### src/rtl/interpo_pkg.sv
// Shared width helpers and stage-valid type for the interpo_lerp_pipe datapath.
package interpo_pkg;

  function automatic int sample_w(input int msbi);
    return msbi + 1;
  endfunction

  // One extra bit so that B - A is representable as a signed value.
  function automatic int diff_w(input int msbi);
    return msbi + 2;
  endfunction

  // diff (MSBI+2) times the zero-extended signed weight (WBITS+1).
  function automatic int prod_w(input int msbi, input int wbits);
    return msbi + wbits + 3;
  endfunction

  typedef struct packed {
    logic s2;
    logic s1;
    logic s0;
  } stage_valid_t;

endpackage

### src/rtl/interpo_lerp_ch.sv
// One channel of the 3-stage lerp datapath: capture diff, multiply, add.
// INTERPO_ROUND_EN selects round-half-up instead of floor in the final shift.
module interpo_lerp_ch
  import interpo_pkg::*;
#(
  parameter int MSBI  = 4,
  parameter int WBITS = 3
) (
  input  logic                clk,
  input  logic                reset_n,
  input  logic                ld0,
  input  logic                ld1,
  input  logic                ld2,
  input  logic [MSBI:0]       a,
  input  logic [MSBI:0]       b,
  input  logic [WBITS-1:0]    w,
  output logic [MSBI:0]       out
);

  localparam int SW = sample_w(MSBI);
  localparam int DW = diff_w(MSBI);
  localparam int PW = prod_w(MSBI, WBITS);

  logic signed [DW-1:0] diff_q;
  logic        [SW-1:0] a0_q;
  logic     [WBITS-1:0] w0_q;
  logic signed [PW-1:0] prod_q;
  logic        [SW-1:0] a1_q;

  logic signed [DW-1:0] diff_c;
  logic signed [PW-1:0] diff_x;
  logic signed [PW-1:0] w_x;
  logic signed [PW-1:0] prod_c;
  logic signed [PW-1:0] biased_c;
  logic signed [PW-1:0] shifted_c;
  logic signed [PW-1:0] sum_c;

  always_comb begin
    diff_c    = $signed({1'b0, b}) - $signed({1'b0, a});
    diff_x    = {{(PW-DW){diff_q[DW-1]}}, diff_q};
    w_x       = {{(PW-WBITS){1'b0}}, w0_q};
    prod_c    = diff_x * w_x;
`ifdef INTERPO_ROUND_EN
    biased_c  = prod_q + $signed({{(PW-1){1'b0}}, 1'b1} << (WBITS-1));
`else
    biased_c  = prod_q;
`endif
    shifted_c = biased_c >>> WBITS;
    // Result stays inside [min(A,B), max(A,B)], so the low SW bits are exact.
    sum_c     = $signed({{(PW-SW){1'b0}}, a1_q}) + shifted_c;
  end

  always_ff @(posedge clk or negedge reset_n) begin
    if (!reset_n) begin
      diff_q <= '0;
      a0_q   <= '0;
      w0_q   <= '0;
      prod_q <= '0;
      a1_q   <= '0;
      out    <= '0;
    end else begin
      if (ld0) begin
        diff_q <= diff_c;
        a0_q   <= a;
        w0_q   <= w;
      end
      if (ld1) begin
        prod_q <= prod_c;
        a1_q   <= a0_q;
      end
      if (ld2) begin
        out <= sum_c[SW-1:0];
      end
    end
  end

endmodule

### src/rtl/interpo_lerp_pipe.sv
// Multi-channel pipelined linear interpolation with valid/ready backpressure.
// Optional build macro: INTERPO_ROUND_EN (round-half-up in the final stage).
module interpo_lerp_pipe
  import interpo_pkg::*;
#(
  parameter int MSBI  = 4,
  parameter int WBITS = 3,
  parameter int NCH   = 3
) (
  input  logic                    clk,
  input  logic                    reset_n,
  input  logic                    in_valid,
  output logic                    in_ready,
  input  logic [NCH*(MSBI+1)-1:0] in_a,
  input  logic [NCH*(MSBI+1)-1:0] in_b,
  input  logic [WBITS-1:0]        in_weight,
  output logic                    out_valid,
  input  logic                    out_ready,
  output logic [NCH*(MSBI+1)-1:0] out_data
);

  localparam int SW = sample_w(MSBI);

  stage_valid_t v_q;
  logic en0, en1, en2;
  logic ld0, ld1, ld2;

  // Handshake: a beat moves on the clock edge where valid & ready are both 1.
  // Stage k may load when it is empty or stage k+1 is taking its beat this cycle.
  always_comb begin
    en2 = ~v_q.s2 | out_ready;
    en1 = ~v_q.s1 | en2;
    en0 = ~v_q.s0 | en1;
    ld0 = en0 & in_valid;
    ld1 = en1 & v_q.s0;
    ld2 = en2 & v_q.s1;
  end

  assign in_ready  = en0;
  assign out_valid = v_q.s2;

  always_ff @(posedge clk or negedge reset_n) begin
    if (!reset_n) begin
      v_q <= '0;
    end else begin
      if (en0) v_q.s0 <= in_valid;
      if (en1) v_q.s1 <= v_q.s0;
      if (en2) v_q.s2 <= v_q.s1;
    end
  end

  for (genvar c = 0; c < NCH; c++) begin : g_ch
    interpo_lerp_ch #(
      .MSBI  (MSBI),
      .WBITS (WBITS)
    ) u_ch (
      .clk     (clk),
      .reset_n (reset_n),
      .ld0     (ld0),
      .ld1     (ld1),
      .ld2     (ld2),
      .a       (in_a[c*SW +: SW]),
      .b       (in_b[c*SW +: SW]),
      .w       (in_weight),
      .out     (out_data[c*SW +: SW])
    );
  end

endmodule

### config.mk
export PLATFORM = sky130hd
export DESIGN_NAME = interpo_lerp_pipe
export DESIGN_NICKNAME = d
export VERILOG_FILES = /design/src/rtl/interpo_pkg.sv /design/src/rtl/interpo_lerp_ch.sv /design/src/rtl/interpo_lerp_pipe.sv
export SDC_FILE = /design/constraint.sdc
export NUM_CORES = 1
export LEC_CHECK = 0
export ABC_AREA = 1
export CORE_MARGIN = 2
export CORE_UTILIZATION = 25
export DETAILED_ROUTE_END_ITERATION = 6
export PLACE_DENSITY = 0.43
export SLEW_MARGIN = 30
export SYNTH_ARGS = -nofsm -noshare
export SYNTH_HDL_FRONTEND = slang
export SYNTH_SLANG_ARGS = --single-unit
### constraint.sdc
create_clock -name clk -period 3.2 [get_ports clk]
set_input_delay 0.64 -clock clk [delete_from_list [all_inputs] [get_ports clk]]
set_output_delay 0.64 -clock clk [all_outputs]
set_load 0.01 [all_outputs]
==> results.ini, run 1 <==
[floorplan]
die_area_um2=24500
die_y_um=157
core-area_um2=22700
start_util_pct=25.6
pin_count=54
die_w_um=157
rows=55

[pwr]
power_frac_clock_pct=24.0
seqPwrFrac_pct=35.3
switching_share_pct=37.5
pwr-share-comb_pct=40.7
ir_drop_mv=0.255
p_per_area_nw_per_um2=688
power_leakage_nw=3.76
power.switching_w=0.00179
intPower_w=0.00298

[route]
ant_nets=0
drt_iter0_drc=214
finalWirelength_mm=12.5
wl_per_cell_um=11.7
drc_errors=0
drt_pass1_iterations=4
vias=4256
viasPerCell=3.97

[logic_synthesis]
synth_cell_types=27
ys_top_cells_by_area=dfrtp_1 36%, nand2_1 16%, ha_1 12%
ys_warn_count=0
netlist.area_leader.share_pct=36.1
ys_seq_area_share_pct=36.1
syn_area_per_cell_um2=7.96
syn_nets=846
syn-cell-area_um2=5820
synth_cells=731
yosysTopAreaCell=dfrtp_1
synth_seq_cells=84

[job]
drv_cap=0

[critical_path]
arrival_ns=3.10
cp_max_fo=20
endpoint_kind=flip-flop
reg2reg_from=g_ch[1].u_ch.w0_q[2]
reg2reg_slack_ns=0.35
slowest_stage=dfrtp_1
path_cells=nand2_1, inv_1, ha_1, inv_1, fa_1, inv_1, ha_1, a21oi_1, o21ai_2, or2_2, nand3_1, nand2_1
cp-start-kind=flip-flop
crit_type=flip-flop to flip-flop
reg2regPathDepth=12
cpPeakStageDelay_ns=0.62
r2r_end=g_ch[0].u_ch.biased_c[5]
required_ns=3.44
cp_common_cell=inv_1

[sta]
timing.setup.tns_ns=0
finClkSkew_ns=0.00601
grt_setup_unrepaired=false
worst_pin_slew_ns=0.639
drv_slew=0
max-slew-margin-rel_pct=57.4
timing.fmax_ghz=0.350
hold_viol_final=0
setup_violations=0
fin_crit_ns=2.85
fin_crit_sh_pct=89.2

[grt]
grt.overflow.total=0
grt.total_usage_pct=11.2
grt_max_degree=43
first_global_vias=4256
grt_pass1_wl_mm=21.6
grt_antenna_before_repair=0

[cts]
clk_latency_ns=0.35
clock-root-buffer=clkbuf_16
cts_tree=built
cts_setup_buffers=0
hold_buffers=0
clock_sinks=84
cts_buffer_depth=2
h-tree-depth=3
path_clk_slew_ns=0.06
cts_resized=0
cts_buffers=9

[layout]
final_nets=898
diodes=0
final_util_pct=30.5
final_layout_size_suffix_gt1_share_pct=5.46
area_growth_pct=19.1

[place]
hpwl_mm=9.96
gp_congestion=0.780
port_buffers=53

[hold_path]
min_path_type=input pin to async pin

[status]
status=completed

==> cell families after synthesis <==
family	synth area share [%]
AND/OR/NAND/NOR	20.9
buffers and inverters	11.7
AO/OA/AOI/OAI	8.02
flip-flops	36.1
adder cells (fa/ha/maj)	19.5
XOR/XNOR	3.76
==> worst max-delay path, delay by kind of cell (launching register included) <==
family / cells / cell delay, ns
buffers and inverters: 3 / 0.14
AND/OR/NAND/NOR: 4 / 0.53
AO/OA/AOI/OAI: 2 / 0.32
flip-flops: 1 / 0.62
adder cells (fa/ha/maj): 3 / 1.12
==> area by class of cell <==
| class | instances | area [µm²] |
|---|---|---|
| Clock buffer | 10 | 239 |
| Clock inverter | 6 | 87.6 |
| Fill cell | 2474 | 15800 |
| Inverter | 137 | 514 |
| Multi-Input combinational cell | 489 | 3030 |
| Sequential cell | 84 | 2100 |
| Tap cell | 285 | 357 |
| Timing Repair Buffer | 62 | 596 |
==> per-layer routing <==
| metal | vias up | part of all wire [%] | track usage, % |
|---|---|---|---|
| met5 | - | 0 | 0 |
| met4 | 0 | 2.0 | 4.98 |
| met3 | 12 | 2.4 | 1.58 |
| met2 | 58 | 38 | 15.6 |
| met1 | 1832 | 58 | 17.0 |
| li1 | 2354 | - | - |
==> registers in the layout, summed over array words and instances (netlist names) <==
register / cells
g_ch.u_ch.w0_q: 3
v_q: 2
out_valid: 1
g_ch.u_ch.out: 15
g_ch.u_ch.a0_q: 15
g_ch.u_ch.a1_q: 15
g_ch.u_ch.biased_c: 15
g_ch.u_ch.diff_q: 18
==> placed cells by master (no fill, tap or decap), types with 4 or more instances in the layout <==
cell,netlist,layout
nand2_1,247,247
inv_1,133,133
dfrtp_1,84,84
ha_1,57,57
o21ai_0,55,55
clkdlybuf4s50_1,0,52
nand3_1,32,32
fa_1,21,21
a21oi_1,19,19
xor2_1,17,17
buf_4,2,10
clkbuf_16,0,9
nor2_1,8,8
xnor2_1,8,8
o21ai_1,7,7
inv_2,4,4
o21ai_2,4,4
==> per-stage QoR <==
stage | power, W | cell area [µm²] | instances | setup slack [ns] | hold WS [ns]
2_1_floorplan | 0.00305 | 5820 | 731 | 0.452 | 0.344
3_3_place_gp | 0.00368 | 6600 | 1057 | 0.398 | 0.465
3_5_place_dp | 0.00368 | 6600 | 1057 | 0.348 | 0.472
4_1_cts | 0.00487 | 6930 | 1073 | 0.328 | 0.298
5_1_grt | 0.00524 | 6930 | 1073 | 0.0738 | 0.326
6_report | 0.00477 | 6930 | 1073 | 0.347 | 0.287
==> worst max path at each step <==
stage	start	end	slack (ns)
floorplan	g_ch[1].u_ch.w0_q[2]	g_ch[0].u_ch.biased_c[5]	0.45
global placement	g_ch[1].u_ch.w0_q[2]	g_ch[0].u_ch.biased_c[6]	0.40
detailed placement	g_ch[1].u_ch.w0_q[2]	g_ch[0].u_ch.biased_c[5]	0.35
CTS	g_ch[1].u_ch.w0_q[2]	g_ch[0].u_ch.biased_c[5]	0.33
global route	g_ch[1].u_ch.w0_q[1]	g_ch[0].u_ch.biased_c[6]	0.07
finish	g_ch[1].u_ch.w0_q[2]	g_ch[0].u_ch.biased_c[5]	0.35
==> cell usage after synthesis <==
library cell	number
a21oi_1	19
a22o_1	3
buf_2	5
buf_4	2
buf_6	10
clkbuf_1	4
dfrtp_1	84
fa_1	21
ha_1	57
inv_1	133
inv_2	4
nand2_1	247
nand2_2	3
nand2_4	1
nand2b_1	1
nand3_1	32
nand3b_2	1
nand3b_4	1
nor2_1	8
nor2_4	1
o21ai_0	55
o21ai_1	7
o21ai_2	4
or2_1	1
or2_2	2
xnor2_1	8
xor2_1	17
==> power by group through the flow <==
stage,clock network (W),registers (W),logic (W)
global route,0.00122,0.00174,0.00228
CTS,0.00119,0.00169,0.00199
finish,0.00114,0.00168,0.00194
global placement,0,0.00170,0.00198
floorplan,0,0.00164,0.00141
detailed placement,0,0.00171,0.00197
Power figures use the tool's default switching activity.
==> run 2, diff against run 1 <==
Settings changed: SLEW_MARGIN 30 to default.
==> results of run 2 <==
Final layout, timing and power as in run 1 (identical DEF).
